==> src/rtl/sp_stream_reader_if.sv <==
// Handshake bundle between the scratchpad stream reader and its environment:
// start command, status, scratchpad element-read port and the element stream.
interface sp_stream_reader_if #(
  parameter int BUS_WIDTH  = 16,
  parameter int DATA_WIDTH = 8
);
  localparam int MAX_DIM = BUS_WIDTH / DATA_WIDTH;
  localparam int DIM_W   = $clog2(MAX_DIM) + 1;
  localparam int IDX_W   = $clog2(MAX_DIM);
  localparam int SUB_W   = 2 * IDX_W;

  logic                 start_i;
  logic [1:0]           target_i;
  logic [DIM_W-1:0]     n_rows_i;
  logic [DIM_W-1:0]     n_cols_i;
  logic                 busy_o;
  logic                 done_o;
  logic                 err_o;
  logic [1:0]           sp_address_o;
  logic [SUB_W-1:0]     sp_sub_address_o;
  logic [BUS_WIDTH-1:0] sp_data_i;
  logic [BUS_WIDTH-1:0] elem_o;
  logic                 elem_valid_o;
  logic                 elem_ready_i;
  logic                 elem_last_o;
  logic [IDX_W-1:0]     elem_row_o;
  logic [IDX_W-1:0]     elem_col_o;

  modport master (
    input  start_i, target_i, n_rows_i, n_cols_i, sp_data_i, elem_ready_i,
    output busy_o, done_o, err_o, sp_address_o, sp_sub_address_o,
           elem_o, elem_valid_o, elem_last_o, elem_row_o, elem_col_o
  );

  modport slave (
    output start_i, target_i, n_rows_i, n_cols_i, sp_data_i, elem_ready_i,
    input  busy_o, done_o, err_o, sp_address_o, sp_sub_address_o,
           elem_o, elem_valid_o, elem_last_o, elem_row_o, elem_col_o
  );
endinterface

==> src/rtl/sp_stream_reader.sv <==
// Read-side master for the matrix scratchpad: walks a rows x cols sub-matrix
// of one target in row-major order and streams each element with row/col tags.
module sp_stream_reader #(
  parameter int BUS_WIDTH   = 16,
  parameter int DATA_WIDTH  = 8,
  parameter int SP_NTARGETS = 2
) (
  input  logic                clk_i,
  input  logic                rst_i,
  sp_stream_reader_if.master  bus
);
  localparam int MAX_DIM = BUS_WIDTH / DATA_WIDTH;
  localparam int DIM_W   = $clog2(MAX_DIM) + 1;
  localparam int IDX_W   = $clog2(MAX_DIM);
  localparam int SUB_W   = 2 * IDX_W;

  typedef enum logic [1:0] {IDLE, FETCH, SEND, DONE} state_t;

  state_t               state_q, state_d;
  logic [1:0]           tgt_q;
  logic [DIM_W-1:0]     rows_q, cols_q;
  logic [IDX_W-1:0]     r_q, c_q;
  logic [IDX_W-1:0]     r_nx, c_nx;
  logic [SUB_W-1:0]     sub_nx;
  logic                 cmd_ok;
  logic                 handshake;
  logic                 c_wrap;
  logic                 is_last;

  logic [BUS_WIDTH-1:0] elem_q;
  logic                 valid_q, last_q, err_q;
  logic [IDX_W-1:0]     row_q, col_q;
  logic [1:0]           sp_addr_q;
  logic [SUB_W-1:0]     sp_sub_q;

  // Command legality, handshake and next element position.
  always_comb begin
    cmd_ok    = (int'(bus.target_i) < SP_NTARGETS) &&
                (bus.n_rows_i != '0) && (int'(bus.n_rows_i) <= MAX_DIM) &&
                (bus.n_cols_i != '0) && (int'(bus.n_cols_i) <= MAX_DIM);
    handshake = valid_q && bus.elem_ready_i;
    c_wrap    = (DIM_W'(c_q) == cols_q - DIM_W'(1));
    is_last   = (DIM_W'(r_q) == rows_q - DIM_W'(1)) && c_wrap;
    c_nx      = c_wrap ? '0 : c_q + IDX_W'(1);
    r_nx      = c_wrap ? r_q + IDX_W'(1) : r_q;
    sub_nx    = SUB_W'(r_nx) * SUB_W'(MAX_DIM) + SUB_W'(c_nx);
  end

  // State register.
  always_ff @(posedge clk_i or posedge rst_i) begin
    if (rst_i) state_q <= IDLE;
    else       state_q <= state_d;
  end

  // Next-state logic and state-decoded status outputs.
  always_comb begin
    state_d     = state_q;
    bus.busy_o  = (state_q != IDLE);
    bus.done_o  = (state_q == DONE);
    unique case (state_q)
      IDLE:    if (bus.start_i && cmd_ok) state_d = FETCH;
      FETCH:   state_d = SEND;
      SEND:    if (handshake) state_d = last_q ? DONE : FETCH;
      DONE:    state_d = IDLE;
      default: state_d = IDLE;
    endcase
  end

  // Command latch, position counters, element capture and read-port address.
  // The read-port address is loaded on the edge that enters FETCH so that it
  // is valid throughout FETCH and simply holds outside it.
  always_ff @(posedge clk_i or posedge rst_i) begin
    if (rst_i) begin
      tgt_q     <= '0;
      rows_q    <= '0;
      cols_q    <= '0;
      r_q       <= '0;
      c_q       <= '0;
      elem_q    <= '0;
      valid_q   <= 1'b0;
      last_q    <= 1'b0;
      row_q     <= '0;
      col_q     <= '0;
      err_q     <= 1'b0;
      sp_addr_q <= '0;
      sp_sub_q  <= '0;
    end else begin
      err_q <= 1'b0;
      unique case (state_q)
        IDLE: begin
          if (bus.start_i) begin
            if (cmd_ok) begin
              tgt_q     <= bus.target_i;
              rows_q    <= bus.n_rows_i;
              cols_q    <= bus.n_cols_i;
              r_q       <= '0;
              c_q       <= '0;
              sp_addr_q <= bus.target_i;
              sp_sub_q  <= '0;
            end else begin
              err_q <= 1'b1;
            end
          end
        end
        FETCH: begin
          elem_q  <= bus.sp_data_i;
          row_q   <= r_q;
          col_q   <= c_q;
          last_q  <= is_last;
          valid_q <= 1'b1;
        end
        SEND: begin
          if (handshake) begin
            valid_q <= 1'b0;
            if (!last_q) begin
              r_q       <= r_nx;
              c_q       <= c_nx;
              sp_addr_q <= tgt_q;
              sp_sub_q  <= sub_nx;
            end
          end
        end
        default: ;
      endcase
    end
  end

  assign bus.err_o            = err_q;
  assign bus.sp_address_o     = sp_addr_q;
  assign bus.sp_sub_address_o = sp_sub_q;
  assign bus.elem_o           = elem_q;
  assign bus.elem_valid_o     = valid_q;
  assign bus.elem_last_o      = last_q;
  assign bus.elem_row_o       = row_q;
  assign bus.elem_col_o       = col_q;
endmodule

==> src/flat_wrapper.sv <==
// flat-port wrapper written by rule: the top's interface ports become plain ports
module sp_stream_reader_flat 
#(
  parameter int BUS_WIDTH   = 16,
  parameter int DATA_WIDTH  = 8,
  parameter int SP_NTARGETS = 2
)
  (clk_i, rst_i, bus_start_i, bus_target_i, bus_n_rows_i, bus_n_cols_i, bus_sp_data_i, bus_elem_ready_i, bus_busy_o, bus_done_o, bus_err_o, bus_sp_address_o, bus_sp_sub_address_o, bus_elem_o, bus_elem_valid_o, bus_elem_last_o, bus_elem_row_o, bus_elem_col_o);
  sp_stream_reader_if #(.BUS_WIDTH(BUS_WIDTH), .DATA_WIDTH(DATA_WIDTH)) bus_i ();
  input  logic clk_i;
  input  logic rst_i;
  input wire logic [$bits(bus_i.start_i)-1:0] bus_start_i;
  input wire logic [$bits(bus_i.target_i)-1:0] bus_target_i;
  input wire logic [$bits(bus_i.n_rows_i)-1:0] bus_n_rows_i;
  input wire logic [$bits(bus_i.n_cols_i)-1:0] bus_n_cols_i;
  input wire logic [$bits(bus_i.sp_data_i)-1:0] bus_sp_data_i;
  input wire logic [$bits(bus_i.elem_ready_i)-1:0] bus_elem_ready_i;
  output wire logic [$bits(bus_i.busy_o)-1:0] bus_busy_o;
  output wire logic [$bits(bus_i.done_o)-1:0] bus_done_o;
  output wire logic [$bits(bus_i.err_o)-1:0] bus_err_o;
  output wire logic [$bits(bus_i.sp_address_o)-1:0] bus_sp_address_o;
  output wire logic [$bits(bus_i.sp_sub_address_o)-1:0] bus_sp_sub_address_o;
  output wire logic [$bits(bus_i.elem_o)-1:0] bus_elem_o;
  output wire logic [$bits(bus_i.elem_valid_o)-1:0] bus_elem_valid_o;
  output wire logic [$bits(bus_i.elem_last_o)-1:0] bus_elem_last_o;
  output wire logic [$bits(bus_i.elem_row_o)-1:0] bus_elem_row_o;
  output wire logic [$bits(bus_i.elem_col_o)-1:0] bus_elem_col_o;
  assign bus_i.start_i = bus_start_i;
  assign bus_i.target_i = bus_target_i;
  assign bus_i.n_rows_i = bus_n_rows_i;
  assign bus_i.n_cols_i = bus_n_cols_i;
  assign bus_i.sp_data_i = bus_sp_data_i;
  assign bus_i.elem_ready_i = bus_elem_ready_i;
  assign bus_busy_o = bus_i.busy_o;
  assign bus_done_o = bus_i.done_o;
  assign bus_err_o = bus_i.err_o;
  assign bus_sp_address_o = bus_i.sp_address_o;
  assign bus_sp_sub_address_o = bus_i.sp_sub_address_o;
  assign bus_elem_o = bus_i.elem_o;
  assign bus_elem_valid_o = bus_i.elem_valid_o;
  assign bus_elem_last_o = bus_i.elem_last_o;
  assign bus_elem_row_o = bus_i.elem_row_o;
  assign bus_elem_col_o = bus_i.elem_col_o;
  sp_stream_reader #(.BUS_WIDTH(BUS_WIDTH), .DATA_WIDTH(DATA_WIDTH), .SP_NTARGETS(SP_NTARGETS)) u_core (.clk_i(clk_i), .rst_i(rst_i), .bus(bus_i));
endmodule
==> config.mk <==
export PLATFORM = sky130hd
export DESIGN_NAME = sp_stream_reader_flat
export DESIGN_NICKNAME = d
export VERILOG_FILES = /design/src/rtl/sp_stream_reader_if.sv /design/src/rtl/sp_stream_reader.sv /design/src/flat_wrapper.sv
export SDC_FILE = /design/constraint.sdc
export NUM_CORES = 1
export LEC_CHECK = 0
export BUFFER_PORTS_ARGS = -buffer_cell sky130_fd_sc_hd__buf_2
export CORE_ASPECT_RATIO = 0.8
export CORE_MARGIN = 5
export CORE_UTILIZATION = 51
export CTS_CLUSTER_SIZE = 40
export DETAILED_ROUTE_END_ITERATION = 8
export GPL_ROUTABILITY_DRIVEN = 0
export GPL_TIMING_DRIVEN = 0
export HOLD_SLACK_MARGIN = 0.05
export PLACE_DENSITY = 0.83
export SYNTH_ARGS = -nofsm -noshare
export SYNTH_HDL_FRONTEND = slang
export SYNTH_SLANG_ARGS = --single-unit
==> constraint.sdc <==
create_clock -name clk_i -period 4.5 [get_ports clk_i]
set_input_delay 0.225 -clock clk_i [delete_from_list [all_inputs] [get_ports clk_i]]
set_output_delay 0.225 -clock clk_i [all_outputs]
set_load 0.01 [all_outputs]
==> results.tsv <==
stage	metric	value	unit
timing	Max Clk Rate	0.4896	GHz
synthesis	Distinct cells, synth	28	
clocking	Sink Count	33	
critical_path	worst stage delay on the critical path	0.56	ns
floorplan	die area	3914	um^2
power_and_ir_drop	worst vdd ir	0.3511	mV
critical_path	Worst Path Max Fanout	9	
clocking	CTS Root Cell	clkbuf_4	
power_and_ir_drop	pwr dens	554.6	nW/um^2
synthesis	Post-synth ARST share	100.0	%
synthesis	Syn. warnings	0	
finish	Syn-to-layout area delta	28.47	%
worst_hold_path	end of the worst hold path	u_core.bus.elem_o[7]	
grt	first-pass GRT wire length	4974	um
synthesis	Syn Area/Cell	9.904	um^2
power_and_ir_drop	Pleak	0.9617	nW
synthesis	ys flop type	dfrtp_1	
timing	Final setup viols	0	
floorplan	# IOs	53	
critical_path	worst r2r src	u_core.state_q[1]	
critical_path	Startpoint Class	register	
finish	most frequent cells in the layout	nand2_1, buf_2, dfrtp_1	
critical_path	Crit Path Class	reg -> reg	
outcome	outcome	complete, no violations	
critical_path	family with the most delay on the worst path	simple AND/OR/NAND/NOR gates	
synthesis	Post-Syn Instances	142	
route	Starting DRT DRC Count	28	
route	vias per cell	4.740	
finish	Nets	229	
clocking	clock latency on the worst-skew pair	0.33	ns
placed_design	dpl cells	232	
synthesis	Seq cells post-synth	33	
floorplan	Die W	68.71	um
critical_path	CP Cell Sequence	or3b_4, nor4_4, nor2_2, mux2_4	
synthesis	Synthesized Nets	168	
route	DRC	0	
clocking	CTS tree	yes	
grt	pin count of the biggest net entering global routing	34	
finish	Non-Filler Instances	242	
placed_design	port buffer count	52	
timing	Final period util	45.39	%
clocking	H-tree depth	2	
synthesis	number of synthesized flops with an enable pin	0	
job	MaxCap Viol Count	0	
timing	total negative slack	0	ns
critical_path	Worst setup EP type	register	
worst_hold_path	worst hold start	bus_sp_data_i[7]	
critical_path	CP Data Arrival Time	2.26	ns
timing	pin slew with the least headroom to its limit	0.5769	ns
critical_path	Crit Reg-Reg Endpoint	u_core.bus.sp_address_o[1]	
critical_path	slowest cell on the critical path	nor4_4	
grt	number of global-route vias before repair	1176	
timing	fin crit period	2.043	ns
floorplan	Die H	56.97	um
critical_path	CP Buf/Inv Count	0	
floorplan	row cnt	17	
worst_hold_path	Worst Hold Depth	3	
route	final WL	3070	um
clocking	TritonCTS Buffers	5	
synthesis	register area share after synthesis	58.72	%
route	DR pass1 iterations	4	
critical_path	R2R setup slack	2.46	ns
route	Via Count	1147	
worst_hold_path	Hold WC Path Type	in -> reg	
route	routed length per placed instance	12.69	um
placed_design	DP Wirelength	2341	um
finish	ANT cells	0	
timing	RSZ-0062 raised after global routing	false	
floorplan	core area	2701	um^2
grt	All-Layer GR Usage	16.68	%
clocking	Max clock buf depth	2	
timing	final hold vios	0	
finish	commonest non-fill, non-tap cell in the layout	nand2_1	
grt	initial antenna violation count	0	
finish	share of cells above drive strength 1	35.78	%
synthesis	synthesized area	1406	um^2
grt	GRT Residual Overflow	0	
clocking	clk slew on worst S/H paths	0.11	ns
timing	pins over their slew limit	0	
route	Antenna Violating Nets Remaining	0	
critical_path	Worst Path Required	4.72	ns
timing	Slew HR	61.25	%
timing	Worst Skew	0.009028	ns
critical_path	Reg2Reg Depth	4	
floorplan	Initial Utilization	52.06	%
==> worst min-delay path, stage by stage <==
cell,delay [ns]
buf_2,0.07
nand2_1,0.04
nand2_1,0.04
==> flip-flops by register name (all words and copies together), names as in the netlist <==
| register | count |
|---|---|
| u_core.tgt_q | 2 |
| u_core.bus.sp_address_o | 2 |
| u_core.bus.err_o | 1 |
| u_core.cols_q | 2 |
| u_core.r_q | 1 |
| u_core.rows_q | 2 |
| u_core.state_q | 2 |
| u_core.bus.elem_last_o | 1 |
| u_core.bus.elem_valid_o | 1 |
| u_core.bus.elem_o | 16 |
| u_core.bus.elem_row_o | 1 |
| u_core.c_q | 1 |
| u_core.bus.elem_col_o | 1 |
==> worst max-delay path by stage <==
stage	cells after the start	to	startpoint
after global routing	4	u_core.bus.sp_address_o[1]	u_core.state_q[1]
after CTS	4	u_core.bus.sp_address_o[1]	u_core.state_q[1]
final	4	u_core.bus.sp_address_o[1]	u_core.state_q[1]
after detailed placement	4	u_core.bus.sp_address_o[1]	u_core.state_q[1]
after floorplan	4	u_core.bus.sp_address_o[0]	u_core.state_q[0]
after global placement	4	u_core.bus.sp_address_o[1]	u_core.state_q[1]
==> cell families (layout without fill, tap and decap cells) <==
logic type | after synthesis | after routing | share of synthesized area [%]
and+or+nand+nor | 77 | 77 | 25.00
DFF | 33 | 33 | 58.72
AOI/OAI and AO/OA | 11 | 11 | 4.805
buffers and inverters | 11 | 73 | 3.469
muxes | 8 | 8 | 6.761
xor gates and xnor gates | 2 | 2 | 1.246
==> layer usage <==
metal	up-vias	GRT usage [%]	share of wire, %
met2	43	29.66	49
met3	2	5.512	7.9
met5	-	0	0
met4	0	4.167	0.59
met1	524	19.03	42
li1	578	-	-
==> cell usage after synthesis (all sizes together) (2+ instances only) <==
| cell | number | area, um^2 |
|---|---|---|
| dfrtp | 33 | 825.8 |
| nor3 | 2 | 10.01 |
| xnor2 | 2 | 17.52 |
| nand2 | 58 | 217.7 |
| nor2 | 5 | 21.27 |
| buf | 2 | 15.01 |
| a21oi | 5 | 25.02 |
| inv | 5 | 18.77 |
| o21ai | 2 | 10.01 |
| mux2 | 6 | 75.07 |
| and3 | 2 | 12.51 |
| mux2i | 2 | 20.02 |
| clkbuf | 4 | 15.01 |
| or2b | 2 | 15.01 |
==> through the flow <==
stage,util [%],hold slack [ns],total power [mW],instance area [um^2],setup slack [ns]
CTS,65.49,0.06647,1.010,1769,2.421
detailed placement,63.46,0.4251,0.8508,1714,2.455
global placement,63.46,0.4145,0.8261,1714,2.492
floorplan,-,0.3176,0.6941,1406,2.660
global route,66.88,0.05231,1.080,1807,2.333
finish,66.88,0.07474,1.002,1807,2.457
==> repair_timing <==
item	in CTS	in global routing
hold buffers	0	1
buffers inserted	0	0
resized for setup	0	0
hold endpoints to repair	0	7
setup endpoints to repair	0	0
==> layout make-up <==
| class | instances | area, um^2 |
|---|---|---|
| tap | 38 | 47.55 |
| buffer | 6 | 30.03 |
| timing repair buffer | 54 | 297.8 |
| multi-input combinational | 98 | 531.8 |
| fill | 236 | 894.6 |
| clock inverter | 3 | 17.52 |
| clock buffer | 5 | 37.54 |
| inverter | 5 | 18.77 |
| sequential | 33 | 825.8 |
==> power breakdown <==
part           leakage (nW)  switching (mW)  internal [mW]
combinational         0.548           0.190          0.170
sequential            0.382          0.0729          0.410
clock                0.0310           0.101         0.0589
total                 0.962           0.364          0.638
No activity file was read; power rests on OpenSTA's default activity.
